<file path="src/rtl/mem_port_arbiter_if.sv">
// Bundles the fetch port, the load/store port and the memory macro signals shared by
// mem_port_arbiter and the blocks around it.
interface mem_port_arbiter_if #(
    parameter int unsigned ADDR_W = 32,
    parameter int unsigned DATA_W = 32
);
    logic              if_req;
    logic [ADDR_W-1:0] if_addr;
    logic              if_ready;
    logic [DATA_W-1:0] if_rdata;

    logic              d_req;
    logic              d_we;
    logic [ADDR_W-1:0] d_addr;
    logic [DATA_W-1:0] d_wdata;
    logic              d_ready;
    logic [DATA_W-1:0] d_rdata;

    logic              mem_en;
    logic              mem_we;
    logic [ADDR_W-1:0] mem_addr;
    logic [DATA_W-1:0] mem_wdata;
    logic [DATA_W-1:0] mem_rdata;

    logic              stall;

    modport slave (
        input  if_req, if_addr, d_req, d_we, d_addr, d_wdata, mem_rdata,
        output if_ready, if_rdata, d_ready, d_rdata, mem_en, mem_we, mem_addr, mem_wdata, stall
    );

    modport master (
        output if_req, if_addr, d_req, d_we, d_addr, d_wdata, mem_rdata,
        input  if_ready, if_rdata, d_ready, d_rdata, mem_en, mem_we, mem_addr, mem_wdata, stall
    );
endinterface

</file>
<file path="src/rtl/mem_port_arbiter.sv">
// Round-robin arbiter sharing one single-port memory between the fetch and load/store
// ports, with a fixed wait-state count and a one-cycle ready pulse per access.
module mem_port_arbiter #(
    parameter int unsigned ADDR_W      = 32,
    parameter int unsigned DATA_W      = 32,
    parameter int unsigned WAIT_CYCLES = 2
) (
    input logic              clk,
    input logic              rst,
    mem_port_arbiter_if.slave bus
);
    localparam int unsigned CntW = (WAIT_CYCLES > 0) ? $clog2(WAIT_CYCLES + 1) : 1;

    typedef enum logic [1:0] {StIdle, StAccess, StResp} state_e;

    state_e            state_q, state_d;
    logic [CntW-1:0]   cnt_q, cnt_d;
    logic              grant_q, grant_d;      // 1 = port D
    logic              last_q, last_d;        // 1 = port D was granted last
    logic [ADDR_W-1:0] addr_q, addr_d;
    logic [DATA_W-1:0] wdata_q, wdata_d;
    logic              we_q, we_d;
    logic [DATA_W-1:0] if_rdata_q, if_rdata_d;
    logic [DATA_W-1:0] d_rdata_q, d_rdata_d;
    logic              pick_d;

    always_ff @(posedge clk or negedge rst) begin
        if (!rst) begin
            state_q    <= StIdle;
            cnt_q      <= '0;
            grant_q    <= 1'b0;
            last_q     <= 1'b1;
            addr_q     <= '0;
            wdata_q    <= '0;
            we_q       <= 1'b0;
            if_rdata_q <= '0;
            d_rdata_q  <= '0;
        end else begin
            state_q    <= state_d;
            cnt_q      <= cnt_d;
            grant_q    <= grant_d;
            last_q     <= last_d;
            addr_q     <= addr_d;
            wdata_q    <= wdata_d;
            we_q       <= we_d;
            if_rdata_q <= if_rdata_d;
            d_rdata_q  <= d_rdata_d;
        end
    end

    always_comb begin
        state_d      = state_q;
        cnt_d        = cnt_q;
        grant_d      = grant_q;
        last_d       = last_q;
        addr_d       = addr_q;
        wdata_d      = wdata_q;
        we_d         = we_q;
        if_rdata_d   = if_rdata_q;
        d_rdata_d    = d_rdata_q;
        pick_d       = 1'b0;
        bus.mem_en   = 1'b0;
        bus.mem_we   = 1'b0;
        bus.if_ready = 1'b0;
        bus.d_ready  = 1'b0;

        unique case (state_q)
            StIdle: begin
                if (bus.if_req || bus.d_req) begin
                    // On a tie, D wins only if I was granted last
                    pick_d  = bus.d_req && (!bus.if_req || !last_q);
                    grant_d = pick_d;
                    last_d  = pick_d;
                    addr_d  = pick_d ? bus.d_addr : bus.if_addr;
                    wdata_d = pick_d ? bus.d_wdata : '0;
                    we_d    = pick_d && bus.d_we;
                    cnt_d   = CntW'(WAIT_CYCLES);
                    state_d = StAccess;
                end
            end
            StAccess: begin
                bus.mem_en = 1'b1;
                if (cnt_q != '0) begin
                    cnt_d = cnt_q - CntW'(1);
                end else begin
                    bus.mem_we = we_q;
                    if (!we_q) begin
                        if (grant_q) d_rdata_d  = bus.mem_rdata;
                        else         if_rdata_d = bus.mem_rdata;
                    end
                    state_d = StResp;
                end
            end
            StResp: begin
                bus.if_ready = !grant_q;
                bus.d_ready  = grant_q;
                state_d      = StIdle;
            end
            default: state_d = StIdle;
        endcase
    end

    assign bus.mem_addr  = addr_q;
    assign bus.mem_wdata = wdata_q;
    assign bus.if_rdata  = if_rdata_q;
    assign bus.d_rdata   = d_rdata_q;
    assign bus.stall     = (bus.if_req && !bus.if_ready) || (bus.d_req && !bus.d_ready);
endmodule

</file>
<file path="src/flat_wrapper.sv">
// flat-port wrapper written by rule: the top's interface ports become plain ports
module mem_port_arbiter_flat 
#(
    parameter int unsigned ADDR_W      = 32,
    parameter int unsigned DATA_W      = 32,
    parameter int unsigned WAIT_CYCLES = 2
)
  (clk, rst, bus_if_req, bus_if_addr, bus_d_req, bus_d_we, bus_d_addr, bus_d_wdata, bus_mem_rdata, bus_if_ready, bus_if_rdata, bus_d_ready, bus_d_rdata, bus_mem_en, bus_mem_we, bus_mem_addr, bus_mem_wdata, bus_stall);
  mem_port_arbiter_if #(.ADDR_W(ADDR_W), .DATA_W(DATA_W)) bus_i ();
  input logic clk;
  input logic rst;
  input wire logic [$bits(bus_i.if_req)-1:0] bus_if_req;
  input wire logic [$bits(bus_i.if_addr)-1:0] bus_if_addr;
  input wire logic [$bits(bus_i.d_req)-1:0] bus_d_req;
  input wire logic [$bits(bus_i.d_we)-1:0] bus_d_we;
  input wire logic [$bits(bus_i.d_addr)-1:0] bus_d_addr;
  input wire logic [$bits(bus_i.d_wdata)-1:0] bus_d_wdata;
  input wire logic [$bits(bus_i.mem_rdata)-1:0] bus_mem_rdata;
  output wire logic [$bits(bus_i.if_ready)-1:0] bus_if_ready;
  output wire logic [$bits(bus_i.if_rdata)-1:0] bus_if_rdata;
  output wire logic [$bits(bus_i.d_ready)-1:0] bus_d_ready;
  output wire logic [$bits(bus_i.d_rdata)-1:0] bus_d_rdata;
  output wire logic [$bits(bus_i.mem_en)-1:0] bus_mem_en;
  output wire logic [$bits(bus_i.mem_we)-1:0] bus_mem_we;
  output wire logic [$bits(bus_i.mem_addr)-1:0] bus_mem_addr;
  output wire logic [$bits(bus_i.mem_wdata)-1:0] bus_mem_wdata;
  output wire logic [$bits(bus_i.stall)-1:0] bus_stall;
  assign bus_i.if_req = bus_if_req;
  assign bus_i.if_addr = bus_if_addr;
  assign bus_i.d_req = bus_d_req;
  assign bus_i.d_we = bus_d_we;
  assign bus_i.d_addr = bus_d_addr;
  assign bus_i.d_wdata = bus_d_wdata;
  assign bus_i.mem_rdata = bus_mem_rdata;
  assign bus_if_ready = bus_i.if_ready;
  assign bus_if_rdata = bus_i.if_rdata;
  assign bus_d_ready = bus_i.d_ready;
  assign bus_d_rdata = bus_i.d_rdata;
  assign bus_mem_en = bus_i.mem_en;
  assign bus_mem_we = bus_i.mem_we;
  assign bus_mem_addr = bus_i.mem_addr;
  assign bus_mem_wdata = bus_i.mem_wdata;
  assign bus_stall = bus_i.stall;
  mem_port_arbiter #(.ADDR_W(ADDR_W), .DATA_W(DATA_W), .WAIT_CYCLES(WAIT_CYCLES)) u_core (.clk(clk), .rst(rst), .bus(bus_i));
endmodule
</file>
<file path="config.mk">
export PLATFORM = sky130hd
export DESIGN_NAME = mem_port_arbiter_flat
export DESIGN_NICKNAME = d
export VERILOG_FILES = /design/src/rtl/mem_port_arbiter_if.sv /design/src/rtl/mem_port_arbiter.sv /design/src/flat_wrapper.sv
export SDC_FILE = /design/constraint.sdc
export NUM_CORES = 1
export LEC_CHECK = 0
export ABC_CLOCK_PERIOD_IN_PS = 1700
export CAP_MARGIN = 20
export CORE_ASPECT_RATIO = 1.75
export CORE_UTILIZATION = 37
export CTS_CLUSTER_DIAMETER = 60
export DETAILED_ROUTE_END_ITERATION = 12
export DONT_BUFFER_PORTS = 1
export PLACE_DENSITY_LB_ADDON = 0.05
export SYNTH_ARGS = -nofsm -noshare
export SYNTH_HDL_FRONTEND = slang
export SYNTH_SLANG_ARGS = --single-unit
</file>
<file path="constraint.sdc">
create_clock -name clk -period 1.7 [get_ports clk]
set_input_delay 0.17 -clock clk [delete_from_list [all_inputs] [get_ports clk]]
set_output_delay 0.17 -clock clk [all_outputs]
set_load 0.01 [all_outputs]
</file>
==> out/metrics.yaml <==
status: "complete, but fails checks"
violations: "negative hold slack, negative setup slack"
netlist_instances: 342
synth_area_sq_mm: 0.00564
grt_pass1_wl_microns: 20300
setup_viol: 8
layout-drive-gt1-share: 0.385
via_per_inst: 5.21
start_util: 0.380
cp_slowest_cell: "dfrtp_2"
drt_first_pass_iters: 4
hpwlAfterDp_microns: 8620
final_util: 0.508
power_frac_seq: 0.464
slowest_delay_ns: 0.41
place_area_sq_mm: 0.00585
fill_cells: 1245
area_delta_synth_final_pct: 33.8
path_cells: "and2b_4 > nor4bb_4 > buf_6 > clkbuf_16 > mux2_4"
hold_slack_ns: -0.549
port_buffers: 0
yosys.cell_types.count: 29
cts_tree: "done"
fin_area_sq_mm: 0.00754
grt_max_degree: 136
combPwrFrac: 0.283
leakage_nw: 3.44
ys_seq_area_frac: 0.600
cts-htree-levels: 4
dp_cells: 520
seq_area_sq_mm: 0.00338
antenna_found_initial: 0
fmax_mhz: 584
gp_congestion: 0.711
cts.reportedPaths.clkPinSlew_ns: 0.06
postSynthNetCount: 476
switching_share: 0.331
pwr-share-clk: 0.253
die_w_microns: 95.3
slew_viol_final: 0
vdd_drop_max_uv: 822
coreArea_sq_mm: 0.0148
grt_usage: 0.177
die_area_sq_mm: 0.0157
routed_wl_microns: 14300
final.setup.tns_ns: -0.0517
layout_setup_ws_ns: -0.0119
cts_root_buffer: "clkbuf_16"
ys_seq_elements: 135
critical_path_buf_inv_count: 2
fp.dieH_microns: 165
drc: 0
hold_class: "in2async"
rsz0062_at_grt: "true"
cap_violations: 0
grt-ovfl-total: 0
placementRows: 59
cp-start-kind: "flip-flop"
powerDensity_mw_per_mm2: 1900
finalNetCount: 573
p_switching_mw: 4.74
hold_buffers: 67
yosys_warnings: 0
endpoint_kind: "flip-flop"
fin_cells: 635
num_vias: 3308
clock_latency_ns: 0.41
place_ws_ns: -0.275
worstSetupPathType: "reg2reg"
p_int_mw: 9.57
period_needed_ns: 1.71
diodes: 0
ant_nets: 0
first_global_vias: 3603
cts_buffer_depth: 2
cts_buffers: 17
arrival_ns: 2.00
crit_family: "simple AND/OR/NAND/NOR gates"
avgSynthCellArea_sq_um: 16.5
drt_iter0_markers: 86
avgRoutedWirePerCell_microns: 22.5
crit_required_ns: 1.99
hold_viol: 135
clock_skew_ns: 0.0105
path_max_fanout: 7
worst_slew_pin_slew_ns: 0.717
min_period_over_period: 1.01
multiInputGateArea_sq_mm: 0.00221
ios: 266
cts_sinks: 135
relSlewSlack: 0.520
-- routing by layer --
| metal | global-route usage | routed length, microns | up-vias |
|---|---|---|---|
| met2 | 0.315 | 7930 | 168 |
| li1 | - | - | 1439 |
| met5 | 0 | 0 | - |
| met1 | 0.180 | 4940 | 1673 |
| met4 | 0.0971 | 405 | 0 |
| met3 | 0.0536 | 995 | 28 |
-- cell type report --
class                   count  area share
clock inverters            13      0.0196
flip-flops and latches    135       0.449
well taps                 183      0.0304
multi-input cells         181       0.293
repair buffers             99       0.149
clock buffers              19      0.0574
inverters                   5     0.00249
-- cells in the final DEF, fill, tap and decap left out, types with 4 or more instances in the layout --
| master | Yosys | final |
|---|---|---|
| a22o_1 | 33 | 33 |
| buf_12 | 3 | 6 |
| buf_4 | 0 | 17 |
| clkbuf_16 | 0 | 22 |
| clkinvlp_4 | 0 | 4 |
| dfrtp_1 | 134 | 132 |
| dlygate4sd3_1 | 0 | 67 |
| inv_1 | 5 | 5 |
| inv_6 | 0 | 4 |
| mux2_1 | 42 | 31 |
| mux2_2 | 56 | 34 |
| mux2_4 | 30 | 63 |
-- worst paths after layout --
kind	slack [ns]	startpoint	end	cells after the start
setup / recovery	-0.01	u_core.state_q[1]	u_core.bus.if_rdata[26]	5
hold / removal	-0.55	rst	u_core.bus.if_rdata[18]	0
setup reg to reg	-0.01	u_core.state_q[1]	u_core.bus.if_rdata[26]	5
hold reg to reg	0.50	u_core.cnt_q[1]	u_core.cnt_q[1]	1
max in group asynchronous	2.04	rst	u_core.last_q	0
min in group clk	0.03	bus_if_addr[18]	u_core.bus.mem_addr[18]	2
-- power by group through the flow --
| stage | registers (mW) | clock network, mW | logic, mW |
|---|---|---|---|
| 6_report | 6.64 | 3.62 | 4.05 |
| 5_1_grt | 6.86 | 3.88 | 4.38 |
| 2_1_floorplan | 6.28 | 0 | 2.84 |
| 3_5_place_dp | 6.72 | 0 | 3.32 |
| 3_3_place_gp | 6.75 | 0 | 3.24 |
| 4_1_cts | 6.68 | 3.73 | 3.75 |
-- stage by stage --
stage,hold slack (ns),power (mW)
after CTS,-0.577,14.2
final,-0.549,14.3
after detailed placement,-0.122,10.0
after global placement,-0.123,9.99
after global routing,-0.581,15.1
after floorplan,-0.126,9.11
-- sequential cells by signal, indices dropped and copies added, names as in the netlist --
| name | count |
|---|---|
| u_core.bus.mem_wdata | 32 |
| u_core.grant_q | 1 |
| u_core.bus.d_rdata | 32 |
| u_core.state_q | 2 |
| u_core.bus.if_rdata | 32 |
| u_core.cnt_q | 2 |
| u_core.last_q | 1 |
| u_core.we_q | 1 |
| u_core.bus.mem_addr | 32 |
-- cells by family after synthesis --
group                    after synthesis  share of synthesized area
flip-flops                           135                      0.600
adder cells (fa/ha/maj)                1                    0.00222
buffers and inverters                 27                     0.0406
AO/OA/AOI/OAI                         39                     0.0597
multiplexers                         129                      0.278
AND/OR/NAND/NOR                       11                     0.0202
-- cells in the mapped netlist --
master	count	area, sq um
a21bo_1	1	10.0
a21o_1	2	15.0
a22o_1	33	289
and2_1	1	6.26
and2b_4	1	10.0
and3_1	1	6.26
and3b_1	1	8.76
buf_12	3	60.1
buf_2	9	45.0
buf_6	9	101
clkbuf_1	1	3.75
dfrtp_1	134	3350
dfstp_2	1	26.3
ha_1	1	12.5
inv_1	5	18.8
mux2_1	42	473
mux2_2	56	631
mux2_4	30	450
mux2i_1	1	10.0
nand4b_2	1	15.0
nor2_1	1	3.75
nor3_4	1	16.3
nor3b_1	1	7.51
nor4bb_4	1	25.0
o22a_1	1	8.76
o22ai_1	1	6.26
o31ai_1	1	7.51
or3_1	1	6.26
or3b_2	1	8.76
-- timing repair --
action | in CTS | in global routing
buffers inserted | 7 | 2
hold endpoints to repair | 233 | 135
gates resized for setup | 16 | 36
endpoints found under the setup margin | 128 | 52
cloned | 3 | 5
pin swaps | 1 | 3
Power figures use the tool's default switching activity.
